## src/rtl/seg_scan_driver.sv

```systemverilog
// Two-digit multiplexed seven-segment scan driver.
// Divides clk into the scan phase clock s_clk and presents the digit for the
// current phase on seg. New BCD values are staged in a shadow register and
// committed to the display register only at frame starts (s_clk 1->0), so a
// frame never shows a mix of old and new digits.
module seg_scan_driver #(
  parameter int unsigned DIV   = 50000,
  parameter int unsigned CNT_W = 16
) (
  input  logic       clk,
  input  logic       rst_n,
  input  logic       load,
  input  logic [7:0] din,
  input  logic       blank_lz,
  output logic       s_clk,
  output logic [6:0] seg,
  output logic       ack
);

  localparam int unsigned DIGIT_W = 4;
  localparam int unsigned VAL_W   = 2 * DIGIT_W;
  localparam int unsigned SEG_W   = 7;
  localparam logic [CNT_W-1:0] CNT_MAX = CNT_W'(DIV - 1);

  logic [CNT_W-1:0]   cnt;
  logic [VAL_W-1:0]   sh;
  logic [VAL_W-1:0]   dr;
  logic               pend;
  logic               wrap;
  logic               frame_start;
  logic               xfer;
  logic [DIGIT_W-1:0] digit;
  logic               blank;

  assign wrap        = (cnt == CNT_MAX);
  assign frame_start = wrap & s_clk;
  assign xfer        = frame_start & pend;

  // Scan divider: one s_clk phase every DIV clocks.
  always_ff @(posedge clk or negedge rst_n) begin
    if (!rst_n) begin
      cnt   <= '0;
      s_clk <= 1'b0;
    end else if (wrap) begin
      cnt   <= '0;
      s_clk <= ~s_clk;
    end else begin
      cnt   <= cnt + CNT_W'(1);
    end
  end

  // Shadow register and pending flag; a load on a frame-start edge re-arms pend.
  always_ff @(posedge clk or negedge rst_n) begin
    if (!rst_n) begin
      sh   <= '0;
      pend <= 1'b0;
    end else if (load) begin
      sh   <= din;
      pend <= 1'b1;
    end else if (xfer) begin
      pend <= 1'b0;
    end
  end

  // Display register commit at frame start, with a one-cycle ack.
  always_ff @(posedge clk or negedge rst_n) begin
    if (!rst_n) begin
      dr  <= '0;
      ack <= 1'b0;
    end else begin
      ack <= xfer;
      if (xfer) begin
        dr <= sh;
      end
    end
  end

  assign digit = s_clk ? dr[VAL_W-1:DIGIT_W] : dr[DIGIT_W-1:0];
  assign blank = s_clk & blank_lz & (dr[VAL_W-1:DIGIT_W] == '0);

  // Segment decode (a..g on bit6..bit0); non-BCD codes show a dash.
  always_comb begin
    seg = SEG_W'(7'b0000001);
    unique case (digit)
      4'd0:    seg = 7'b1111110;
      4'd1:    seg = 7'b0110000;
      4'd2:    seg = 7'b1101101;
      4'd3:    seg = 7'b1111001;
      4'd4:    seg = 7'b0110011;
      4'd5:    seg = 7'b1011011;
      4'd6:    seg = 7'b1011111;
      4'd7:    seg = 7'b1110000;
      4'd8:    seg = 7'b1111111;
      4'd9:    seg = 7'b1111011;
      default: seg = 7'b0000001;
    endcase
    if (blank) begin
      seg = '0;
    end
  end

endmodule
```

## config.mk

```make
export PLATFORM = sky130hd
export DESIGN_NAME = seg_scan_driver
export DESIGN_NICKNAME = d
export VERILOG_FILES = /design/src/rtl/seg_scan_driver.sv
export SDC_FILE = /design/constraint.sdc
export NUM_CORES = 1
export LEC_CHECK = 0
export ABC_AREA = 1
export BUFFER_PORTS_ARGS = -buffer_cell sky130_fd_sc_hd__buf_2
export CORE_MARGIN = 2
export CORE_UTILIZATION = 45
export CTS_BUF_LIST = sky130_fd_sc_hd__clkbuf_8
export DETAILED_ROUTE_END_ITERATION = 10
export GPL_TIMING_DRIVEN = 0
export MAX_ROUTING_LAYER = met4
export PLACE_DENSITY = 0.63
export SYNTH_ARGS = -nofsm -noshare
export SYNTH_HDL_FRONTEND = slang
export SYNTH_SLANG_ARGS = --single-unit
export TNS_END_PERCENT = 30
```

## constraint.sdc

```tcl
create_clock -name clk -period 2.2 [get_ports clk]
set_input_delay 0.66 -clock clk [delete_from_list [all_inputs] [get_ports clk]]
set_output_delay 0.66 -clock clk [all_outputs]
set_load 0.005 [all_outputs]
```

== Word-level counts from Yosys, hierarchy flattened ==
Memory sizes are Yosys's and may differ from the RTL's.
Index checks and enable logic that the tools add are counted.

* Memories: 1
* Memory bits (read-only): 112
* Bits in writable memories: 0
* Logic and storage cells: 21
* Input port bits: 12
* Output and inout port bits: 9
* Bits in latches: 0
* Flip-flop bits (word level): 35

{| class="wikitable"
|+ Memory list
! memory !! words !! width !! read ports !! clocked after memory_dff !! write ports !! RTL line !! source
|-
| (no name shown) || 16 || 7 || 1 || 0 || 0 || 84 || <nowiki>unique case (digit)</nowiki>
|}

* Muxes and demuxes: 5
* Bitwise logic cells: 5
* Add/sub/neg operators: 1
* Shift operators: 0
* Reductions and logical operators: 2
* Equal/unequal tests: 1
* $mul: 0
* Divide/modulo/power cells: 0
* Order comparisons: 0

{| class="wikitable"
|+ Operator list
! cell !! count
|-
| 16-bit by 1-bit adder with 16-bit output, second input constant || 1
|-
| 16-bit equality test, second input constant || 1
|-
| 16-bit two-way mux || 1
|-
| 7-bit two-way mux || 1
|-
| 1-bit bitwise AND || 4
|-
| 4-bit logical NOT || 1
|-
| 4-bit two-way mux || 1
|-
| 1-bit two-way mux || 2
|-
| 2-bit nonzero test || 1
|-
| 1-bit inverter || 1
|}

== Longest topological paths before layout ==
* Depth in word-level cells: 5
* Depth in mapped cells: 9
* Mapped depth without buffers: 9

== Worst setup path after synthesis ==
Ideal clock, no wire load.

* Path kind: register to output
* Start: register s_clk
* End: output port seg[3]
* Data arrival time: 1.486 ns
* Path buffers: 1
* Data required time: 1.540 ns
* Setup slack: 0.054 ns
* Cell stages (with the launch flop): 10
* Path through: dfrtp_1 -> buf_2 -> nand2_1 -> nand2_1 -> inv_1 -> ha_1 -> inv_1 -> nor2_1 -> nor2_1 -> nor2_1

* Word-level cells in the longest chain between the ends: 3
* Elaborated cells between the ends (all ways): 5
* Classes of those cells: mux (2); bitwise (2); memory (1)

{| class="wikitable"
|+ Ends and longest elaborated chain
! what !! RTL line !! source
|-
| start: declaration || 15 || <nowiki>output logic s_clk,</nowiki>
|-
| start signal: assignment || 46 || <nowiki>s_clk <= ~s_clk;</nowiki>
|-
| 4-bit two-way mux / 1-bit bitwise AND (equally long branches) || 78, 79 ||
|-
| memory read 16 x 7 bit / 1-bit bitwise AND (equally long branches) || -- ||
|-
| 7-bit two-way mux * || 97 || <nowiki>if (blank) begin</nowiki>
|-
| end: declaration || 16 || <nowiki>output logic [6:0] seg,</nowiki>
|}

Mark *: on every way between the ends. The rest lies on a longest branch, timed or not.

== Final worst setup path ==
* Start: register s_clk
* End: output port seg[2]

Same word-level chain as after synthesis.

==> results.ini <==
[layout]
final_nets=304
drive_above_1_share=0.206
diodes=0
final_cells=337
area_growth_pct=18.5

[power]
p_seq_frac=0.584
power.share.clock=0.383
switching_power_mw=0.254
p_leak_nw=1.17
power.density_mw_per_mm2=504
swShare=0.223
power_frac_comb=0.033
power.internal_mw=0.881
vdd_ir_drop_max_uv=420

[global_routing]
grt_max_degree=36
overflow=0
grt_first_pass_wirelength_um=6710
antenna_found_initial=0
grt_pass1_vias=1503
grtUsageTotal=0.179

[detailed_routing]
antenna_left=0
wl_per_cell_um=10.9
wl_um=3690
drt_iter0_drc=67
drc=0
vias=1592
dr.pass1.iters=4
avgViaCountPerCell=4.72

[sta]
finalCritPeriodShare=1.08
layout_setup_ws_ns=-0.184
max_freq_mhz=419
worstMarginPinSlew_ns=0.758
rsz0062_at_grt=yes
finalSetupViolCount=7
fin_skew_ns=0.00315
hold_viol=0
min_period_ns=2.38
slew-limit-headroom=0.495
drv_slew=0
whs_ns=0.444

[synthesis]
synth.distinct_cells=25
ys_ff_latch=35
seq_area_frac_synth=0.461
synth_xor_area_frac=0.0322
synth_commonest_cells=nand2_1, nor2_1, dfrtp_1
synth_top_area_share=0.461
synth_area_per_cell_um2=7.52
syn_inst=253
synth_area_leaders=dfrtp_1, nand2_1, nor2_1
synth_flop_cell=dfrtp_1
ys_async_sr_fraction=1.00
synth_compound_area_frac=0.0349
synth_edf_count=0
synth_fa_ha_area_frac=0.0395
synth_top_family_by_area=simple AND/OR/NAND/NOR gates
synth_most_common_cell=nand2_1
yosys_warnings=0
synth_top_area_cell=dfrtp_1
syn_area_mm2=0.00190
synth.area.mux_share=0
synth_nets=271
synth-simple-area-share=0.353

[die]
fp.coreArea_mm2=0.00403
die_w_um=69.0
die-height_um=69.0
initial_core_util=0.472
pin_count=21
dieArea_mm2=0.00476
num_rows=23

[setup_path]
cp.arrival_ns=1.72
setup.worst_path.end_class=output pin
required_ns=1.54
crit_type=reg -> out
critPathLaunchType=flop
cp_max_fo=4

[cts]
htree_num_levels=2
clock_latency_ns=0.28
cts_buffer_depth=2
hold_buffers=0
numCtsBuffers=5
cts-root-buf=clkbuf_8
cts_tree=done
cts.sinks=35
clkSlewWorstSetupHoldPaths_ns=0.07

[place]
portBuffers=19
routabilityCongestion=0.791
placed_cells=322
hpwl_um=2660

[run_status]
violations=negative setup slack
outcome=finished with violations

[hold_path]
min_path_type=in -> async

[flow_run]
drv_cap=0

## power by group through the flow
stage | clock network, mW | logic [mW] | registers, mW
finish | 0.435 | 0.0370 | 0.663
global placement | 0 | 0.0383 | 0.675
floorplan | 0 | 0.0149 | 0.674
CTS | 0.458 | 0.0390 | 0.663
detailed placement | 0 | 0.0391 | 0.675
global route | 0.483 | 0.0453 | 0.664
## final timing paths
check	slack [ns]	start	depth (start not counted)	to
max	-0.18	s_clk	10	seg[2]
min	0.44	rst_n	1	cnt[2]
max reg2reg	0.59	cnt[0]	6	pend
min reg2reg	0.47	sh[1]	2	sh[1]
max in group asynchronous	1.24	rst_n	1	s_clk
min in group clk	0.47	sh[1]	2	sh[1]
## layer usage
| metal | global-route usage | wire (µm) |
|---|---|---|
| met4 | 0.0654 | 58 |
| met3 | 0.0424 | 156 |
| met5 | - | 0 |
| met1 | 0.242 | 1900 |
| met2 | 0.263 | 1570 |
## what timing repair did
| action | 4_1_cts | 5_1_grt |
|---|---|---|
| pin swaps | 9 | 2 |
| endpoints found under the setup margin | 7 | 7 |
| resized for setup | 19 | 4 |
| setup buffers | 7 | 0 |
## state kept, by name, summed over array words and instances (netlist names)
name	count
dr	8
pend	1
s_clk	1
sh	8
ack	1
cnt	16
## placed cells by master (no fill, tap or decap), types with 2 or more instances in the layout
cell type	Yosys	final
a21oi_1	3	3
buf_2	2	20
buf_4	0	6
buf_6	1	3
clkbuf_8	0	5
dfrtp_1	35	34
ha_1	6	3
ha_2	0	2
inv_1	32	31
inv_2	1	2
inv_4	0	2
nand2_1	79	77
nand2_2	2	4
nand3_1	10	10
nand4_1	10	10
nor2_1	40	37
nor2_2	2	5
nor2_4	2	2
nor3_1	7	7
o21ai_0	5	4
o21ai_1	2	2
xor2_1	7	7
## logic make-up after synthesis
| kind of cell | Yosys count |
|---|---|
| adder cells (fa/ha/maj) | 6 |
| XOR/XNOR | 7 |
| AO/OA/AOI/OAI | 12 |
| AND/OR/NAND/NOR | 155 |
| flip-flops | 35 |
| buffers and inverters | 38 |
## layout make-up
type	count	area [µm²]
clock buffers	5	68.8
clock inverters	3	12.5
well taps	50	62.6
flip-flops and latches	35	877
fillers	401	1780
repair buffers	26	151
multi-input cells	180	917
plain buffers	4	31.3
inverters	34	133
## worst max-delay path, stage by stage, from the launching register on
cell and delay, ns:
dfrtp_2 0.42, inv_4 0.05, or2_4 0.25, o21ai_4 0.10
inv_2 0.06, ha_2 0.17, inv_2 0.05, nand2_1 0.05
a21oi_1 0.13, nor2_1 0.05, buf_2 0.12
## per-stage QoR
| step | setup slack (ns) | TNS [ns] | cell area [µm²] | total power [mW] | util |
|---|---|---|---|---|---|
| floorplan | 0.0544 | 0 | 1900 | 0.689 | - |
| global placement | -0.185 | -0.596 | 2060 | 0.713 | 0.511 |
| detailed placement | -0.230 | -0.852 | 2060 | 0.714 | 0.511 |
| CTS | -0.197 | -1.22 | 2250 | 1.16 | 0.557 |
| global route | -0.280 | -1.87 | 2250 | 1.19 | 0.559 |
| finish | -0.184 | -1.07 | 2250 | 1.14 | 0.559 |
Power figures use the tool's default switching activity.
